===== src/rtl/fetch_pkg.sv =====
// Shared types, instruction field positions and PC-target helpers for the fetch stage.
// Pure declarations: no state, no latency, no flow control.
package fetch_pkg;

    typedef enum logic [1:0] {
        IDLE,
        REQ,
        WAIT,
        KILL
    } fetch_state_t;

    localparam int OP_MSB    = 31;
    localparam int OP_LSB    = 26;
    localparam int FUNCT_MSB = 5;
    localparam int FUNCT_LSB = 0;
    localparam int IMM_MSB   = 15;
    localparam int IMM_LSB   = 0;
    localparam int JIDX_MSB  = 25;
    localparam int JIDX_LSB  = 0;

    localparam logic [31:0] WORD_BYTES = 32'd4;

    typedef struct packed {
        logic [31:0] instr;
        logic [31:0] pc;
    } fetch_entry_t;

    function automatic logic [31:0] jump_target(input logic [3:0] pc_hi, input logic [25:0] jidx);
        return {pc_hi, jidx, 2'b00};
    endfunction

    function automatic logic [31:0] branch_target(input logic [31:0] pcplus4, input logic [15:0] imm);
        return pcplus4 + {{14{imm[15]}}, imm, 2'b00};
    endfunction

endpackage


===== src/rtl/instr_fifo.sv =====
// DEPTH-entry {instr,pc} buffer; registered, head visible the cycle after push.
// Caller must not push when full; flush has priority over push; empty output holds last head.
module instr_fifo
    import fetch_pkg::*;
#(
    parameter int          DEPTH    = 2,
    parameter logic [31:0] RESET_PC = 32'h0000_0000,
    parameter int          CNT_W    = $clog2(DEPTH + 1)
) (
    input  logic             clk,
    input  logic             reset,
    input  logic             push,
    input  fetch_entry_t     push_dat,
    input  logic             pop,
    input  logic             flush,
    output logic [CNT_W-1:0] count,
    output logic             valid,
    output fetch_entry_t     head
);

    localparam int PTR_W = (DEPTH > 1) ? $clog2(DEPTH) : 1;

    fetch_entry_t     mem_q [DEPTH];
    fetch_entry_t     hold_q;
    logic [PTR_W-1:0] wr_ptr_q, rd_ptr_q;
    logic [CNT_W-1:0] count_q;

    function automatic logic [PTR_W-1:0] next_ptr(input logic [PTR_W-1:0] p);
        return (p == PTR_W'(DEPTH - 1)) ? '0 : p + 1'b1;
    endfunction

    always_ff @(posedge clk) begin
        if (push && !flush) begin
            mem_q[wr_ptr_q] <= push_dat;
        end
    end

    always_ff @(posedge clk or negedge reset) begin
        if (!reset) begin
            wr_ptr_q <= '0;
            rd_ptr_q <= '0;
            count_q  <= '0;
            hold_q   <= '{instr: 32'h0, pc: RESET_PC};
        end else begin
            if (valid) begin
                hold_q <= mem_q[rd_ptr_q];
            end
            if (flush) begin
                wr_ptr_q <= '0;
                rd_ptr_q <= '0;
                count_q  <= '0;
            end else begin
                if (push) begin
                    wr_ptr_q <= next_ptr(wr_ptr_q);
                end
                if (pop && valid) begin
                    rd_ptr_q <= next_ptr(rd_ptr_q);
                end
                count_q <= count_q + CNT_W'(push) - CNT_W'(pop && valid);
            end
        end
    end

    assign count = count_q;
    assign valid = (count_q != '0);
    assign head  = valid ? mem_q[rd_ptr_q] : hold_q;

endmodule


===== src/rtl/instr_fetch_unit.sv =====
// Fetch stage: owns the PC, one outstanding imem read, 2-entry buffer to decode, self-redirects.
// Latency rvalid -> instr_valid one cycle; stops requesting while the buffer is full.
module instr_fetch_unit
    import fetch_pkg::*;
#(
    parameter logic [31:0] RESET_PC = 32'h0000_0000,
    parameter int          DEPTH    = 2
) (
    input  logic        clk,
    input  logic        reset,
    output logic        imem_req,
    output logic [31:0] imem_addr,
    input  logic        imem_gnt,
    input  logic        imem_rvalid,
    input  logic [31:0] imem_rdata,
    output logic        instr_valid,
    input  logic        instr_ready,
    output logic [31:0] instr,
    output logic [5:0]  op,
    output logic [5:0]  funct,
    output logic [31:0] pc,
    output logic [31:0] pcplus4,
    input  logic        pcsrc,
    input  logic        jump
);

    localparam int CNT_W = $clog2(DEPTH + 1);

    fetch_state_t     state_q, state_d;
    logic [31:0]      fetch_pc_q, fetch_pc_d;
    logic [31:0]      out_pc_q, out_pc_d;
    logic [CNT_W-1:0] count, count_after;
    logic             push, retire, redirect;
    logic [31:0]      target;
    fetch_entry_t     head;

    assign retire      = instr_valid & instr_ready;
    assign redirect    = retire & (jump | pcsrc);
    assign target      = jump ? jump_target(pcplus4[31:28], instr[JIDX_MSB:JIDX_LSB])
                              : branch_target(pcplus4, instr[IMM_MSB:IMM_LSB]);
    assign count_after = count + CNT_W'(1) - CNT_W'(retire);

    always_comb begin
        state_d    = state_q;
        fetch_pc_d = fetch_pc_q;
        out_pc_d   = out_pc_q;
        push       = 1'b0;
        case (state_q)
            IDLE: begin
                if (redirect || count < CNT_W'(DEPTH)) begin
                    state_d = REQ;
                end
            end
            REQ: begin
                if (imem_gnt) begin
                    out_pc_d   = fetch_pc_q;
                    fetch_pc_d = fetch_pc_q + WORD_BYTES;
                    state_d    = redirect ? KILL : WAIT;
                end
            end
            WAIT: begin
                if (imem_rvalid) begin
                    push    = !redirect;
                    state_d = (redirect || count_after < CNT_W'(DEPTH)) ? REQ : IDLE;
                end else if (redirect) begin
                    state_d = KILL;
                end
            end
            KILL: begin
                // The in-flight word belongs to the old path; swallow it before refetching.
                if (imem_rvalid) begin
                    state_d = REQ;
                end
            end
            default: state_d = IDLE;
        endcase
        if (redirect) begin
            fetch_pc_d = target;
        end
    end

    always_ff @(posedge clk or negedge reset) begin
        if (!reset) begin
            state_q    <= IDLE;
            fetch_pc_q <= RESET_PC;
            out_pc_q   <= RESET_PC;
        end else begin
            state_q    <= state_d;
            fetch_pc_q <= fetch_pc_d;
            out_pc_q   <= out_pc_d;
        end
    end

    instr_fifo #(
        .DEPTH    (DEPTH),
        .RESET_PC (RESET_PC),
        .CNT_W    (CNT_W)
    ) u_fifo (
        .clk      (clk),
        .reset    (reset),
        .push     (push),
        .push_dat ('{instr: imem_rdata, pc: out_pc_q}),
        .pop      (retire),
        .flush    (redirect),
        .count    (count),
        .valid    (instr_valid),
        .head     (head)
    );

    assign imem_req  = (state_q == REQ);
    assign imem_addr = fetch_pc_q;
    assign instr     = head.instr;
    assign pc        = head.pc;
    assign pcplus4   = head.pc + WORD_BYTES;
    assign op        = head.instr[OP_MSB:OP_LSB];
    assign funct     = head.instr[FUNCT_MSB:FUNCT_LSB];

endmodule

===== config.mk =====
export PLATFORM = sky130hd
export DESIGN_NAME = instr_fetch_unit
export DESIGN_NICKNAME = d
export VERILOG_FILES = /design/src/rtl/fetch_pkg.sv /design/src/rtl/instr_fifo.sv /design/src/rtl/instr_fetch_unit.sv
export SDC_FILE = /design/constraint.sdc
export NUM_CORES = 1
export LEC_CHECK = 0
export CAP_MARGIN = 20
export CORE_MARGIN = 2
export CORE_UTILIZATION = 50
export CTS_BUF_LIST = sky130_fd_sc_hd__clkbuf_8
export DETAILED_ROUTE_END_ITERATION = 7
export HOLD_SLACK_MARGIN = 0.08
export PLACE_DENSITY_LB_ADDON = 0.2
export SYNTH_ARGS = -nofsm -noshare
export SYNTH_HDL_FRONTEND = slang
export SYNTH_SLANG_ARGS = --single-unit

===== constraint.sdc =====
create_clock -name clk -period 7.8 [get_ports clk]
set_clock_uncertainty 0.1 [all_clocks]
set_input_delay 1.56 -clock clk [delete_from_list [all_inputs] [get_ports clk]]
set_output_delay 1.56 -clock clk [all_outputs]
set_load 0.03 [all_outputs]

=== Word level (Yosys, flattened, before mapping) ===
Memories as Yosys holds them, arrays and structs flattened.
Index checks and enable logic that the tools add are counted.

* Memories: 1
* Register bits after elaboration: 134
* RAM bits: 128
* Input bits: 39
* Output and inout port bits: 142

* Reductions and logical operators: 14
* Equality and inequality tests: 7
* Add/subtract/negate cells: 9
* Bitwise gates (word level): 3
* $lt $le $gt $ge: 2
* Multiplexer cells: 24

{| class="wikitable"
|+ Memories
! memory !! depth !! width !! rd ports !! clocked after memory_dff !! wr ports !! RTL line !! source
|-
| u_fifo.mem_q || 2 || 64 || 1 || 0 || 1 || instr_fifo.sv:23 || <nowiki>fetch_entry_t mem_q [DEPTH];</nowiki>
|}

{| class="wikitable"
|+ Operators by type and width
! operator !! count
|-
| two-way mux 32 bit || 4
|-
| adder 32 x 3 -> 32 bit, second input constant || 2
|-
| two-way mux 64 bit || 1
|-
| adder 32 bit || 1
|-
| two-way mux 1 bit || 12
|-
| two-way mux 2 bit || 6
|-
| nonzero test 2 bit || 5
|-
| case mux 2 bit (4 select lines) || 1
|-
| equality test 2 bit, second input constant || 2
|-
| < comparator 2 bit, second input constant || 2
|-
| != test 2 bit, second input constant || 2
|-
| AND reduction 2 bit || 2
|-
| AND reduction 4 bit || 1
|-
| subtractor 2 x 1 -> 2 bit || 2
|-
| != test 3 bit, second input constant || 1
|-
| adder 1 bit, second input constant || 2
|-
| adder 2 x 1 -> 2 bit || 1
|-
| adder 2 x 1 -> 2 bit, second input constant || 1
|-
| AND 1 bit || 2
|-
| equality test 2 x 1 -> 1 bit, second input constant || 1
|-
| logical AND 1 bit || 2
|-
| logical NOT 2 bit || 1
|-
| logical OR 1 bit || 2
|-
| != test 2 x 1 -> 1 bit, second input constant || 1
|-
| 2 further kinds || 2
|}

=== Longest topological paths before layout ===
* Depth in word-level cells: 9
* Gate-level depth with buffers: 24
* Gate-level depth less buffers: 23

=== By module ===
A second synthesis with hierarchy kept.

* Cells, all modules: 1,149
* Area total of the unflattened synthesis: 12,826.1 um^2

{| class="wikitable"
|+ By module, submodules not included
! module !! cells an instance !! area each (um^2) !! instances !! seq. area each (um^2)
|-
| instr_fifo || 433 || 7,215.7 || 1 || 5,545.3
|-
| instr_fetch_unit || 716 || 5,610.4 || 1 || 1,651.6
|}

=== Least setup slack after synthesis ===
No wires, ideal clock.

* Path type: input to register
* Start: input pcsrc
* End: memory u_fifo.mem_q[0][0] (netlist name), enable pin
* Buffers on the path: 3
* Required time: 7.135 ns
* Cell stages on the path: 6
* Arrival: 6.704 ns
* Setup slack: 0.431 ns
* Library setup time: 0.565 ns
* Path through: clkbuf_1 -> nor2_1 -> nor2_1 -> clkbuf_1 -> buf_1 -> nor3_1

* Word-level cells in the longest chain between the ends: 8

{| class="wikitable"
|+ RTL lines
! what !! RTL line !! source
|-
| start, declared || instr_fetch_unit.sv:23 || <nowiki>input logic pcsrc,</nowiki>
|-
| bitwise OR 1 bit (*) || instr_fetch_unit.sv:38 || <nowiki>assign redirect = retire & (jump | pcsrc);</nowiki>
|-
| AND 1 bit (*) || instr_fetch_unit.sv:38 ||
|-
| logical NOT 1 bit (*) || instr_fifo.sv:33, instr_fetch_unit.sv:63 ||
|-
| two-way mux 1 bit || instr_fetch_unit.sv:62 || <nowiki>if (imem_rvalid) begin</nowiki>
|-
| two-way mux 1 bit || instr_fetch_unit.sv:48 || <nowiki>case (state_q)</nowiki>
|-
| logical AND 1 bit (*) || instr_fifo.sv:33 || <nowiki>if (push && !flush) begin</nowiki>
|-
| two-way mux 1 bit (*) || instr_fifo.sv:33 ||
|-
| two-way mux 1 bit (implied by the code) (*) || instr_fifo.sv:34 || <nowiki>mem_q[wr_ptr_q] <= push_dat;</nowiki>
|-
| end, declared || instr_fifo.sv:23 ||
|}

Mark *: on every way between the ends. The rest lies on a longest branch, timed or not.

=== Final worst setup path ===
* Start: register u_fifo.count_q[1], in the netlist u_fifo.count[1]
* End: output pcplus4[31]

* Word-level cells in the longest chain between the ends: 3

{| class="wikitable"
|+ RTL lines
! what !! RTL line !! source
|-
| start, declared || instr_fifo.sv:26 || <nowiki>logic [CNT_W-1:0] count_q;</nowiki>
|-
| start signal, assigned || instr_fifo.sv:59 || <nowiki>count_q <= count_q + CNT_W'(push) - CNT_W'(pop && valid);</nowiki>
|-
| nonzero test 2 bit || instr_fifo.sv:65 || <nowiki>assign valid = (count_q != '0);</nowiki>
|-
| two-way mux 64 bit || n/a ||
|-
| adder 32 x 3 -> 32 bit || instr_fetch_unit.sv:114 || <nowiki>assign pcplus4 = head.pc + WORD_BYTES;</nowiki>
|-
| end, declared || instr_fetch_unit.sv:22 || <nowiki>output logic [31:0] pcplus4,</nowiki>
|}

No other way between the ends.

==> reports/metrics.yaml <==
outcome:
  run_status: "finished clean"
synthesis:
  synth-edff-count: 128
  syn_inst: 1106
  netlist-cell-type-count: 70
  ys_async_sr_fraction_pct: 51.1
  synthFlopType: "dfrtp_1"
  seq_area_frac_synth_pct: 56.5
  synth_seq_cells: 262
  avgSynthCellArea_sq_um: 11.5
  syn_area_sq_um: 12700
  synth_warnings: 0
  synth.net_count: 1183
finish:
  design_area_sq_um: 15600
  nFillCells: 2089
  syn_to_final_growth_pct: 22.9
  seq_area_sq_um: 7200
  post-route-util_pct: 62.3
  nets: 1370
  multi_input_area_sq_um: 5100
  drive_gt1_share_pct: 9.87
  antenna_cells: 0
  final_cell_mix: "clkdlybuf4s50_1 (179), dfrtp_1 (133), edfxtp_1 (128)"
  layout_commonest_cell: "clkdlybuf4s50_1"
setup_path:
  end_kind: "primary output"
  path_delay_family: "simple AND/OR/NAND/NOR gates"
  critical_path.max_fanout: 18
  r2r_start: "u_fifo.count[1]"
  r2r_cells: 17
  crit_path_start_kind: "flop"
  worst_r2r_endpoint: "imem_addr[28]"
  crit_required_ps: 6140
  criticalPathCategory: "reg -> out"
  cp.arrival_ps: 5130
  ff2ff_setup_slack_ps: 1730
  crit_chain: "nor2_4, inv_4, mux2i_1, or3_1, nor2_1, nand3_1, nor3_1, nand2_1, xnor2_1, clkdlybuf4s50_1"
  cp_num_buf_inv: 2
  max_stage_delay_ps: 780
  crit_slowest_cell: "clkdlybuf4s50_1"
  crit_path_start: "u_fifo.count[1]"
drt:
  wl_mm: 34.0
  viasPerCell: 5.65
  num_vias: 9366
  first_pass_iters: 8
  ant_nets: 0
  wl_per_cell_um: 20.5
  first_iter_violations: 660
  remaining_drc_errors: 0
place:
  port_buffers: 180
  gp_congestion: 0.929
  hpwl_mm: 23.5
  dpl-instance-area_sq_um: 14800
sta:
  fin_tns_setup_ps: 0
  final-hold-violation-count: 0
  slew_headroom_pct: 24.3
  drv_slew: 0
  rsz0062_at_grt: "false"
  holdWs_ps: 364
  worstMarginPinSlew_ps: 1130
  setup_violations: 0
  period_minus_slack_ps: 6790
  fin_crit_sh_pct: 87.1
  max_freq_mhz: 147
clocking:
  holdBufCountCts: 0
  cts_buffer_depth: 3
  cts.root.buffer_cell: "clkbuf_8"
  post_cts_buffers: 0
  insertion_delay_ps: 560
  cts_tree: "yes"
  clock-sinks: 262
  clkTransAtPathRegs_ps: 60
  cts.htree.levels: 2
  postCtsResizedCells: 0
  cts_made_buffers: 44
global_route:
  grt_max_degree: 85
  grt_usage_pct: 25.5
  antenna_found_initial: 0
  grt_overflow: 0
  grt_pass1_wl_mm: 51.8
  first_global_vias: 9069
floorplanning:
  placeableCoreArea_sq_um: 25100
  row_count: 58
  start_util_pct: 50.7
  ios: 181
  die_x_um: 164
  die_area_sq_um: 26800
  die_h_um: 164
min_path:
  worst_hold_path.num_cells: 0
  min_from: "out_pc_q[18]"
  hold_class: "reg -> reg"
  holdPathEnd: "u_fifo.mem_q[0][18]"
flow_run:
  max_cap_viol_count: 0
how the worst max path moves through the flow:
stage,endpoint,slack (ps),depth (start not counted)
final,pcplus4[31],1010,10
after CTS,pcplus4[31],980,10
after floorplan,u_fifo.mem_q[0][0],430,6
after global placement,pcplus4[30],1700,10
after global routing,pcplus4[31],570,10
after detailed placement,pcplus4[31],1600,10
per-stage QoR:
step | setup WS [ps] | instances
floorplan | 431 | 1106
global placement | 1700 | 1577
detailed placement | 1600 | 1577
CTS | 982 | 1657
global route | 574 | 1657
finish | 1010 | 1657
state kept, by name, summed over array words and instances, names as in the netlist:
signal	count
imem_addr	32
u_fifo.wr_ptr_q	1
u_fifo.count	2
state_q	2
u_fifo.mem_q	128
out_pc_q	32
u_fifo.rd_ptr_q	1
u_fifo.hold_q	64
cell families after synthesis:
family	synth area share [%]
and+or+nand+nor	10.9
buffers and inverters	3.53
AOI/OAI and AO/OA	11.8
adders and majority gates	3.79
xor gates and xnor gates	5.65
DFF	56.5
muxes	7.76
routing by layer:
metal	global-route usage (%)	vias to the layer above	routed length, um
met5	0	-	0
met4	7.62	0	821
met1	36.4	4561	15000
met3	5.64	55	2710
met2	39.4	360	15500
li1	-	4390	-
area by class of cell:
class	instances	share of cell area, %
multi-input combinational	748	32.6
clock buffer	50	4.40
sequential	262	46.0
inverter	37	0.904
timing repair buffer	200	12.5
tap	330	2.64
clock inverter	30	0.968
cell usage after synthesis, types with 13 or more instances:
| library cell | n | share of area [%] |
|---|---|---|
| inv_1 | 34 | 1.0 |
| nor2_1 | 60 | 1.8 |
| mux2i_1 | 65 | 5.1 |
| clkbuf_1 | 27 | 0.80 |
| buf_4 | 16 | 0.94 |
| o21ai_0 | 71 | 2.8 |
| edfxtp_1 | 128 | 30 |
| ha_1 | 37 | 3.6 |
| nor3_1 | 27 | 1.1 |
| dfrtp_1 | 134 | 26 |
| nand3_1 | 22 | 0.86 |
| a21oi_1 | 75 | 2.9 |
| xnor2_1 | 56 | 3.9 |
| xor2_1 | 21 | 1.4 |
| nand4_1 | 13 | 0.64 |
| mux2_2 | 30 | 2.7 |
| nand2_1 | 116 | 3.4 |
Power is not shown: default switching activity piles up to over one toggle a cycle in this logic, so the estimate is an artifact.
